==> config.mk <==
export PLATFORM = sky130hd
export DESIGN_NAME = fff_round_controller
export DESIGN_NICKNAME = d
export VERILOG_FILES = /design/src/rtl/fff_round_controller.sv
export SDC_FILE = /design/constraint.sdc
export NUM_CORES = 1
export LEC_CHECK = 0
export ABC_AREA = 1
export CAP_MARGIN = 25
export CORE_ASPECT_RATIO = 0.6
export CORE_MARGIN = 2
export CORE_UTILIZATION = 33
export CTS_CLUSTER_SIZE = 30
export DETAILED_ROUTE_END_ITERATION = 16
export PLACE_DENSITY = 0.54
export SYNTH_ARGS = -nofsm -noshare
export SYNTH_HDL_FRONTEND = slang
export SYNTH_SLANG_ARGS = --single-unit
==> constraint.sdc <==
create_clock -name clk -period 3.42 [get_ports clk]
set_input_delay 0.684 -clock clk [delete_from_list [all_inputs] [get_ports clk]]
set_output_delay 0.684 -clock clk [all_outputs]
set_load 0.005 [all_outputs]
==> src/rtl/fff_round_controller.sv <==
// fff_round_controller
//   Host-side round controller for the fastest-finger-first buzzer.
//   Arms the player latch, filters the encoded winner code (two identical
//   consecutive valid codes lock the round), lights a one-hot lamp, runs the
//   answer window, applies correct/wrong verdicts to four saturating score
//   counters, and re-arms with per-player lockout after a wrong answer.
//
//   Optional feature macro: FFF_NEG_SCORE_EN
//     defined   -> wrong verdict / timeout decrements the winner's score (floor 0)
//     undefined -> wrong verdict / timeout leave scores unchanged
//
// Ports
//   clk          system clock, rising edge
//   rst          synchronous active-high reset
//   start        open a new round (sampled in IDLE only)
//   winner_code  0 none, 1-4 player, 5-7 invalid
//   correct      verdict pulse: correct (wins over wrong)
//   wrong        verdict pulse: wrong
//   latch_en     1 = player latch armed/transparent
//   lamp         one-hot winner lamp, bit n-1 = player n
//   timeout      one-cycle pulse on answer-window expiry
//   locked_out   per-player lockout mask for the round
//   score        packed scores, player n at [n*SCORE_W-1 : (n-1)*SCORE_W]
//   state        0 IDLE, 1 ARMED, 2 LOCKED
module fff_round_controller #(
  parameter int ANSWER_CYCLES = 1000,
  parameter int SCORE_W       = 4
) (
  input  logic                 clk,
  input  logic                 rst,
  input  logic                 start,
  input  logic [2:0]           winner_code,
  input  logic                 correct,
  input  logic                 wrong,
  output logic                 latch_en,
  output logic [3:0]           lamp,
  output logic                 timeout,
  output logic [3:0]           locked_out,
  output logic [4*SCORE_W-1:0] score,
  output logic [1:0]           state
);

  localparam int TW = $clog2(ANSWER_CYCLES + 1);
  localparam logic [TW-1:0]      TLOAD = TW'(ANSWER_CYCLES - 1);
  localparam logic [SCORE_W-1:0] SMAX  = '1;

  typedef enum logic [1:0] {S_IDLE = 2'd0, S_ARMED = 2'd1, S_LOCKED = 2'd2} st_t;

  st_t               st;
  logic [2:0]        filt;
  logic [TW-1:0]     timer;
  logic [SCORE_W-1:0] sc [4];

  logic [3:0] code_oh;
  logic [2:0] cand;
  logic [3:0] lo_next;
  logic       expire;

  assign state = st;

  for (genvar g = 0; g < 4; g++) begin : g_score
    assign score[g*SCORE_W +: SCORE_W] = sc[g];
  end

  always_comb begin
    code_oh = 4'b0000;
    case (winner_code)
      3'd1:    code_oh = 4'b0001;
      3'd2:    code_oh = 4'b0010;
      3'd3:    code_oh = 4'b0100;
      3'd4:    code_oh = 4'b1000;
      default: code_oh = 4'b0000;
    endcase
    // Only unlocked players count; anything else reads as "no candidate".
    cand = (|(code_oh & ~locked_out)) ? winner_code : 3'd0;
  end

  // Timer was loaded with ANSWER_CYCLES-1 on lock; the window closes on the
  // edge where it would reach zero, giving expiry ANSWER_CYCLES-1 edges later.
  assign expire  = (timer == TW'(1));
  assign lo_next = locked_out | lamp;

  always_ff @(posedge clk) begin
    if (rst) begin
      st         <= S_IDLE;
      latch_en   <= 1'b0;
      lamp       <= 4'b0000;
      timeout    <= 1'b0;
      locked_out <= 4'b0000;
      filt       <= 3'd0;
      timer      <= '0;
      for (int i = 0; i < 4; i++) sc[i] <= '0;
    end else begin
      timeout <= 1'b0;
      case (st)
        S_IDLE: begin
          latch_en <= 1'b0;
          lamp     <= 4'b0000;
          if (start) begin
            st         <= S_ARMED;
            latch_en   <= 1'b1;
            locked_out <= 4'b0000;
            filt       <= 3'd0;
          end
        end
        S_ARMED: begin
          filt <= cand;
          if (cand != 3'd0 && cand == filt) begin
            st       <= S_LOCKED;
            latch_en <= 1'b0;
            lamp     <= code_oh;
            timer    <= TLOAD;
            filt     <= 3'd0;
          end
        end
        S_LOCKED: begin
          if (timer != '0) timer <= timer - 1'b1;
          if (correct) begin
            for (int i = 0; i < 4; i++)
              if (lamp[i] && sc[i] != SMAX) sc[i] <= sc[i] + 1'b1;
            st       <= S_IDLE;
            lamp     <= 4'b0000;
            latch_en <= 1'b0;
          end else if (wrong || expire) begin
            timeout    <= ~wrong;
            locked_out <= lo_next;
`ifdef FFF_NEG_SCORE_EN
            for (int i = 0; i < 4; i++)
              if (lamp[i] && sc[i] != '0) sc[i] <= sc[i] - 1'b1;
`endif
            lamp <= 4'b0000;
            filt <= 3'd0;
            if (&lo_next) begin
              st       <= S_IDLE;
              latch_en <= 1'b0;
            end else begin
              st       <= S_ARMED;
              latch_en <= 1'b1;
            end
          end
        end
        default: begin
          st       <= S_IDLE;
          latch_en <= 1'b0;
          lamp     <= 4'b0000;
        end
      endcase
    end
  end

endmodule

==> Yosys cells after proc, flatten, opt, wreduce, memory -nomap -nowiden <==
Memory sizes are Yosys's and may differ from the RTL's.
Cells that the tools add are included.
{ "totals": {"memories": 1, "inputBits": 8, "rom_bits": 0, "out_inout_bits": 28, "mem_bits_rw": 16, "reg_bits": 25, "word_cells": 117, "latch_bits": 0} }
{ "op_classes": {"div": 0, "order_cmp": 0, "shifts": 0, "n_reduce_logical": 20, "multipliers": 0, "n_eq_ne": 18, "addsub": 5, "muxes": 56, "bitwise": 10} }
{ "memory_table": {"columns": ["name", "depth", "word_bits", "read_ports", "rd_clocked_by_memory_dff", "write_ports", "line", "source"], "rows": [
  ["sc", 4, 4, 4, 0, 4, "52", "logic [SCORE_W-1:0] sc [4];"]
]} }
{ "op_table": {"columns": ["op", "n"], "rows": [
  ["two-way mux 4 bit", 10],
  ["two-way mux 1 bit", 28],
  ["two-way mux 10 bit", 2],
  ["case mux 10 bit (2 select lines)", 1],
  ["adder 4 x 1 -> 4 bit (second input constant)", 4],
  ["inequality test 4 bit (second input constant)", 4],
  ["case mux 4 bit (2 select lines)", 2],
  ["case mux 4 bit (4 select lines)", 1],
  ["two-way mux 3 bit", 5],
  ["AND reduction 4 bit", 3],
  ["equality test 10 x 1 -> 1 bit (second input constant)", 1],
  ["inequality test 2 bit (second input constant)", 5],
  ["nonzero test 10 bit", 1],
  ["subtractor 10 x 1 -> 10 bit (second input constant)", 1],
  ["case mux 3 bit (3 select lines)", 1],
  ["two-way mux 2 bit", 4],
  ["OR reduction 4 bit", 2],
  ["equality test 3 x 2 -> 1 bit (second input constant)", 2],
  ["case mux 2 bit (3 select lines)", 1],
  ["AND reduction 3 bit", 2],
  ["nonzero test 3 bit", 2],
  ["logical AND 1 bit", 5],
  ["AND 4 bit", 1],
  ["NOT 4 bit", 1],
  ["other kinds (14)", 20]
]} }

==> Logic depth before layout (Yosys ltp) <==
{ "logic_depth": {"word_depth": 9, "depth_mapped": 17, "mapped_depth_nobuf": 16} }

==> Worst setup path after synthesis <==
OpenSTA, ideal clock, no wires.
{ "synth_path": {"kind": "input port to flip-flop", "from": "input port winner_code[0]", "to": "register timer[0]", "t_arrival_ns": 1.843, "setup_ns": 0.135, "path_buffers": 2, "required_ns": 3.285, "path_slack_ns": 1.442, "stages": 12, "path_cell_list": "buf_4 -> nor2_2 -> nand3_2 -> nand2_2 -> inv_2 -> nand2_4 -> o21ai_1 -> o21ai_2 -> nand3_2 -> buf_6 -> nand3_1 -> a21oi_1"} }
{ "synth_between": {"elab_chain_cells": 9, "word_cells_on_any_way": 13, "classes_between": "eq/ne (6); mux (2); bitwise (1); reduce/logical (4)"} }
{ "synth_rtl": {"columns": ["item", "line", "source"], "rows": [
  ["start: declaration", "32", "input logic [2:0] winner_code,"],
  ["equality test 3 bit (tied with other cells)", "67", "case (winner_code)"],
  ["case mux 4 bit (4 select lines)", "67", null],
  ["AND 4 bit", "75", "cand = (|(code_oh & ~locked_out)) ? winner_code : 3'd0;"],
  ["OR reduction 4 bit", "75", null],
  ["two-way mux 3 bit *", "75", null],
  ["equality test 3 bit / nonzero test 3 bit (equally long branches)", "108", "if (cand != 3'd0 && cand == filt) begin"],
  ["logical AND 1 bit *", "108", null],
  ["inequality test 2 bit (no source line) *", null, null],
  ["AND reduction 3 bit (no source line) *", null, null],
  ["end signal: assignment", "117", "if (timer != '0) timer <= timer - 1'b1;"],
  ["end: declaration", "51", "logic [TW-1:0] timer;"]
]} }
Every way passes the cells marked *; elsewhere a longest branch is shown, timed or not.
A chain may end at the register's enable or synchronous reset.

==> Worst setup path in the final report <==
Same ends and word-level chain as after synthesis.

==> run metrics <==
result of the run=completed; sequential cell area fraction in the yosys report=a little over two fifths; ratio of routed vias to standard cells=around 4.8; share of the cycle needed by the critical path after routing=about three quarters; later-pin clock latency in the skew report=about 280 ps; critical path's largest stage delay=670 ps; worst slack at placement=between 500 and 600 ps; predominant post-synthesis flop cell=sky130_fd_sc_hd__dfxtp_1; Yosys warning total=0; overflow left after global routing=0; Num CTS Buffers=5; final estimated routing congestion in global placement=0.7951; # rows=23; Most Frequent Cell on Critical Path=sky130_fd_sc_hd__nand2_2; number of maximum-capacitance constraint violations=0; placeable core region=between 6000 and 7000 µm²; number of placed instances with taps included=slightly above 400; buffer levels on the longest clock path=2; distinct cell type count of the synthesized netlist=31; count of TritonRoute iterations in the first routing pass=5; mapped cell area=around 2300 µm²; NumNets Final=between 300 and 400; drt drc=0; synth-to-layout area growth=26.14%; CTS H-tree lvls=2; Crit. End Element=flip-flop; slew of the pin with the lowest slew margin=972.5 ps; post-route worst setup slack=between 800 and 900 ps; DR vias=just under 2000; Syn Inst Count=287; worst relative slew slack=between 30% and 40%; global routing met3 resource utilization=about 3.6%; fillers=667; post-synthesis register bit count=41; leading cell type in the layout, fill and taps excluded=sky130_fd_sc_hd__nand2_1; number of global-route vias before repair=1705; Diodes inserted=0; largest net degree at the start of global routing=20; GR met2 Demand/Resource=a little under a fifth; TritonCTS Sinks=between 40 and 50; setup clock skew after layout=around 5.6 ps; setup repair after global routing missed its margin=false; Final setup violation count=0; clock tree from TritonCTS=built; Starting Density=33.92%; Final Max Tran Viols=0; maximum net fanout on the critical path=11; antenna viol nets, final=0; crit-path cells=clkdlybuf4s50_1 > nand2_2 > nor2_2 > nand2_1 > nand2_2 > inv_2 > nand2_4 > o21ai_1 > o21ai_2 > nand3_2 > nand2_2 > nand2_1 > a21oi_1; Critical Path RT=3630 ps; number of synthesized flops with an enable pin=16; Post-Place Cell Area=2680 µm²; Port-buffer cells=35; post-CTS clock slew at the launch and capture registers of the worst setup and hold paths=about 60 ps; post-detailed-route wirelength per cell=12.84 µm; post-layout min period=~2600 ps; initial antenna violation count=0; Worst R2R Setup Slack=1580 ps; non-filler cells, final=412; critical path class=primary input to flip-flop; type of the tightest min-delay check=flip-flop to flip-flop; Post-Synthesis Mean Instance Area=slightly below 8 µm²; horizontal extent of the die=110.7 µm; leakage component of the power=roughly 1.1 nW; post-detailed-routing wire length=about 5.3 mm; share of synthesized registers carrying an async set or reset=0%; Die ar.=approximately 7500 µm²; maximum operating frequency=about 380 MHz; wire length of the first global-routing pass=roughly 8.6 mm; final sum of negative setup slack=0 ps; Worst setup SP type=primary input; total of cells resized after clock tree synthesis=0; total track usage=between 10% and 20%; Arrival @ worst endpoint=around 2800 ps; commonest cells after routing, fill and taps aside=sky130_fd_sc_hd__nand2_1, sky130_fd_sc_hd__nor2_1, sky130_fd_sc_hd__clkdlybuf4s50_1, sky130_fd_sc_hd__inv_1, sky130_fd_sc_hd__dfxtp_1; Buffers & Inverters on Critical Path=2; hold buffer count at CTS=0; library cell used as clock root buffer=sky130_fd_sc_hd__clkbuf_16; busiest layer in global routing=met1; HPWL after detailed placement=about 4 mm; share of cells above drive strength 1=11.69%; maximum resistive drop on vdd=0.1823 mV; vertical die dimension=around 70 µm; met1 Track Usage GR=a little under a quarter; Hold Violations, Final=0; I/O pin cnt=36; setup bufs post-CTS=0; power density of the placed cells=about 490 nW/µm²; top cell family by delay on the critical path=simple AND/OR/NAND/NOR gates; Finished Cell Area=2844 µm²; initial detailed-routing violation count=~130; number of nets produced by synthesis=301; Max stage delay cell, worst path=sky130_fd_sc_hd__clkdlybuf4s50_1
## sequential cells by signal (all words and copies together), names as in the netlist
signal	count
timer	10
latch_en	1
lamp	4
state	2
timeout	1
sc	16
filt	3
locked_out	4
## worst reg2reg max path: stages, from the launching register on
cell	delay, ps
sky130_fd_sc_hd__dfxtp_1	450
sky130_fd_sc_hd__inv_2	70
sky130_fd_sc_hd__nor2_4	190
sky130_fd_sc_hd__inv_1	200
sky130_fd_sc_hd__nor2_2	320
sky130_fd_sc_hd__nand3_1	120
sky130_fd_sc_hd__nand2_1	190
## stage by stage
step           total power [mW]  util, %  hold slack [ps]
2_1_floorplan            0.7779        -            458.4
3_3_place_gp             0.8815    40.32            474.9
3_5_place_dp             0.8804    40.32            481.2
4_1_cts                   1.416    42.78            489.0
5_1_grt                   1.478    42.78            521.4
6_report                  1.406    42.78            483.1
## cell type report
type | instances | area, µm² | share of cell area, %
clock buffers | 6 | 128.9 | 4.531
well taps | 87 | 108.9 | 3.828
clock inverters | 2 | 35.03 | 1.232
inverters | 38 | 142.6 | 5.015
flip-flops and latches | 41 | 980.9 | 34.49
multi-input cells | 202 | 1090 | 38.32
repair buffers | 36 | 357.8 | 12.58
## kinds of logic (layout without fill, tap and decap cells)
logic type | count (synthesis) | after routing | synth area share, %
flip-flops | 41 | 41 | 43.51
adder cells (fa/ha/maj) | 6 | 6 | 3.330
AND/OR/NAND/NOR | 152 | 152 | 31.96
XOR/XNOR | 9 | 9 | 3.496
AO/OA/AOI/OAI | 35 | 35 | 9.545
buffers and inverters | 44 | 82 | 8.158
## synthesized netlist by cell type (3+ instances only)
library cell,instances,area share (%)
sky130_fd_sc_hd__nor2_1,42,7.0
sky130_fd_sc_hd__or2_2,3,0.83
sky130_fd_sc_hd__o21ai_0,6,1.3
sky130_fd_sc_hd__inv_2,5,0.83
sky130_fd_sc_hd__nand2_1,49,8.2
sky130_fd_sc_hd__ha_1,6,3.3
sky130_fd_sc_hd__edfxtp_1,16,21
sky130_fd_sc_hd__nand4_1,9,2.5
sky130_fd_sc_hd__inv_1,33,5.5
sky130_fd_sc_hd__a21oi_1,18,4.0
sky130_fd_sc_hd__nor3_1,8,1.8
sky130_fd_sc_hd__nand2_4,4,2.0
sky130_fd_sc_hd__nand3_1,24,5.3
sky130_fd_sc_hd__nand2_2,4,1.1
sky130_fd_sc_hd__dfxtp_1,25,22
sky130_fd_sc_hd__nor2_2,4,1.1
sky130_fd_sc_hd__clkbuf_1,3,0.50
sky130_fd_sc_hd__xor2_1,8,3.1
## final timing paths
| check | from | to | cells past startpoint |
|---|---|---|---|
| max | winner_code[0] | timer[0] | 13 |
| min reg2reg | filt[0] | filt[0] | 2 |
| max reg2reg | state[1] | sc[0][3] | 6 |
| min | filt[0] | filt[0] | 2 |
## routing by layer
layer  wire length [µm]  vias up
li1                   -     1021
met1               2958      881
met2               1893       68
met3                393        4
met4                 46        0
met5                  0        -
## power by group
group / leakage [nW] / switching, mW / internal (mW)
Clock: 0.0808 / 0.189 / 0.343
Combinational: 0.694 / 0.178 / 0.119
Sequential: 0.369 / 0.0344 / 0.542
Total: 1.14 / 0.401 / 1.00
Power figures use the tool's default switching activity.
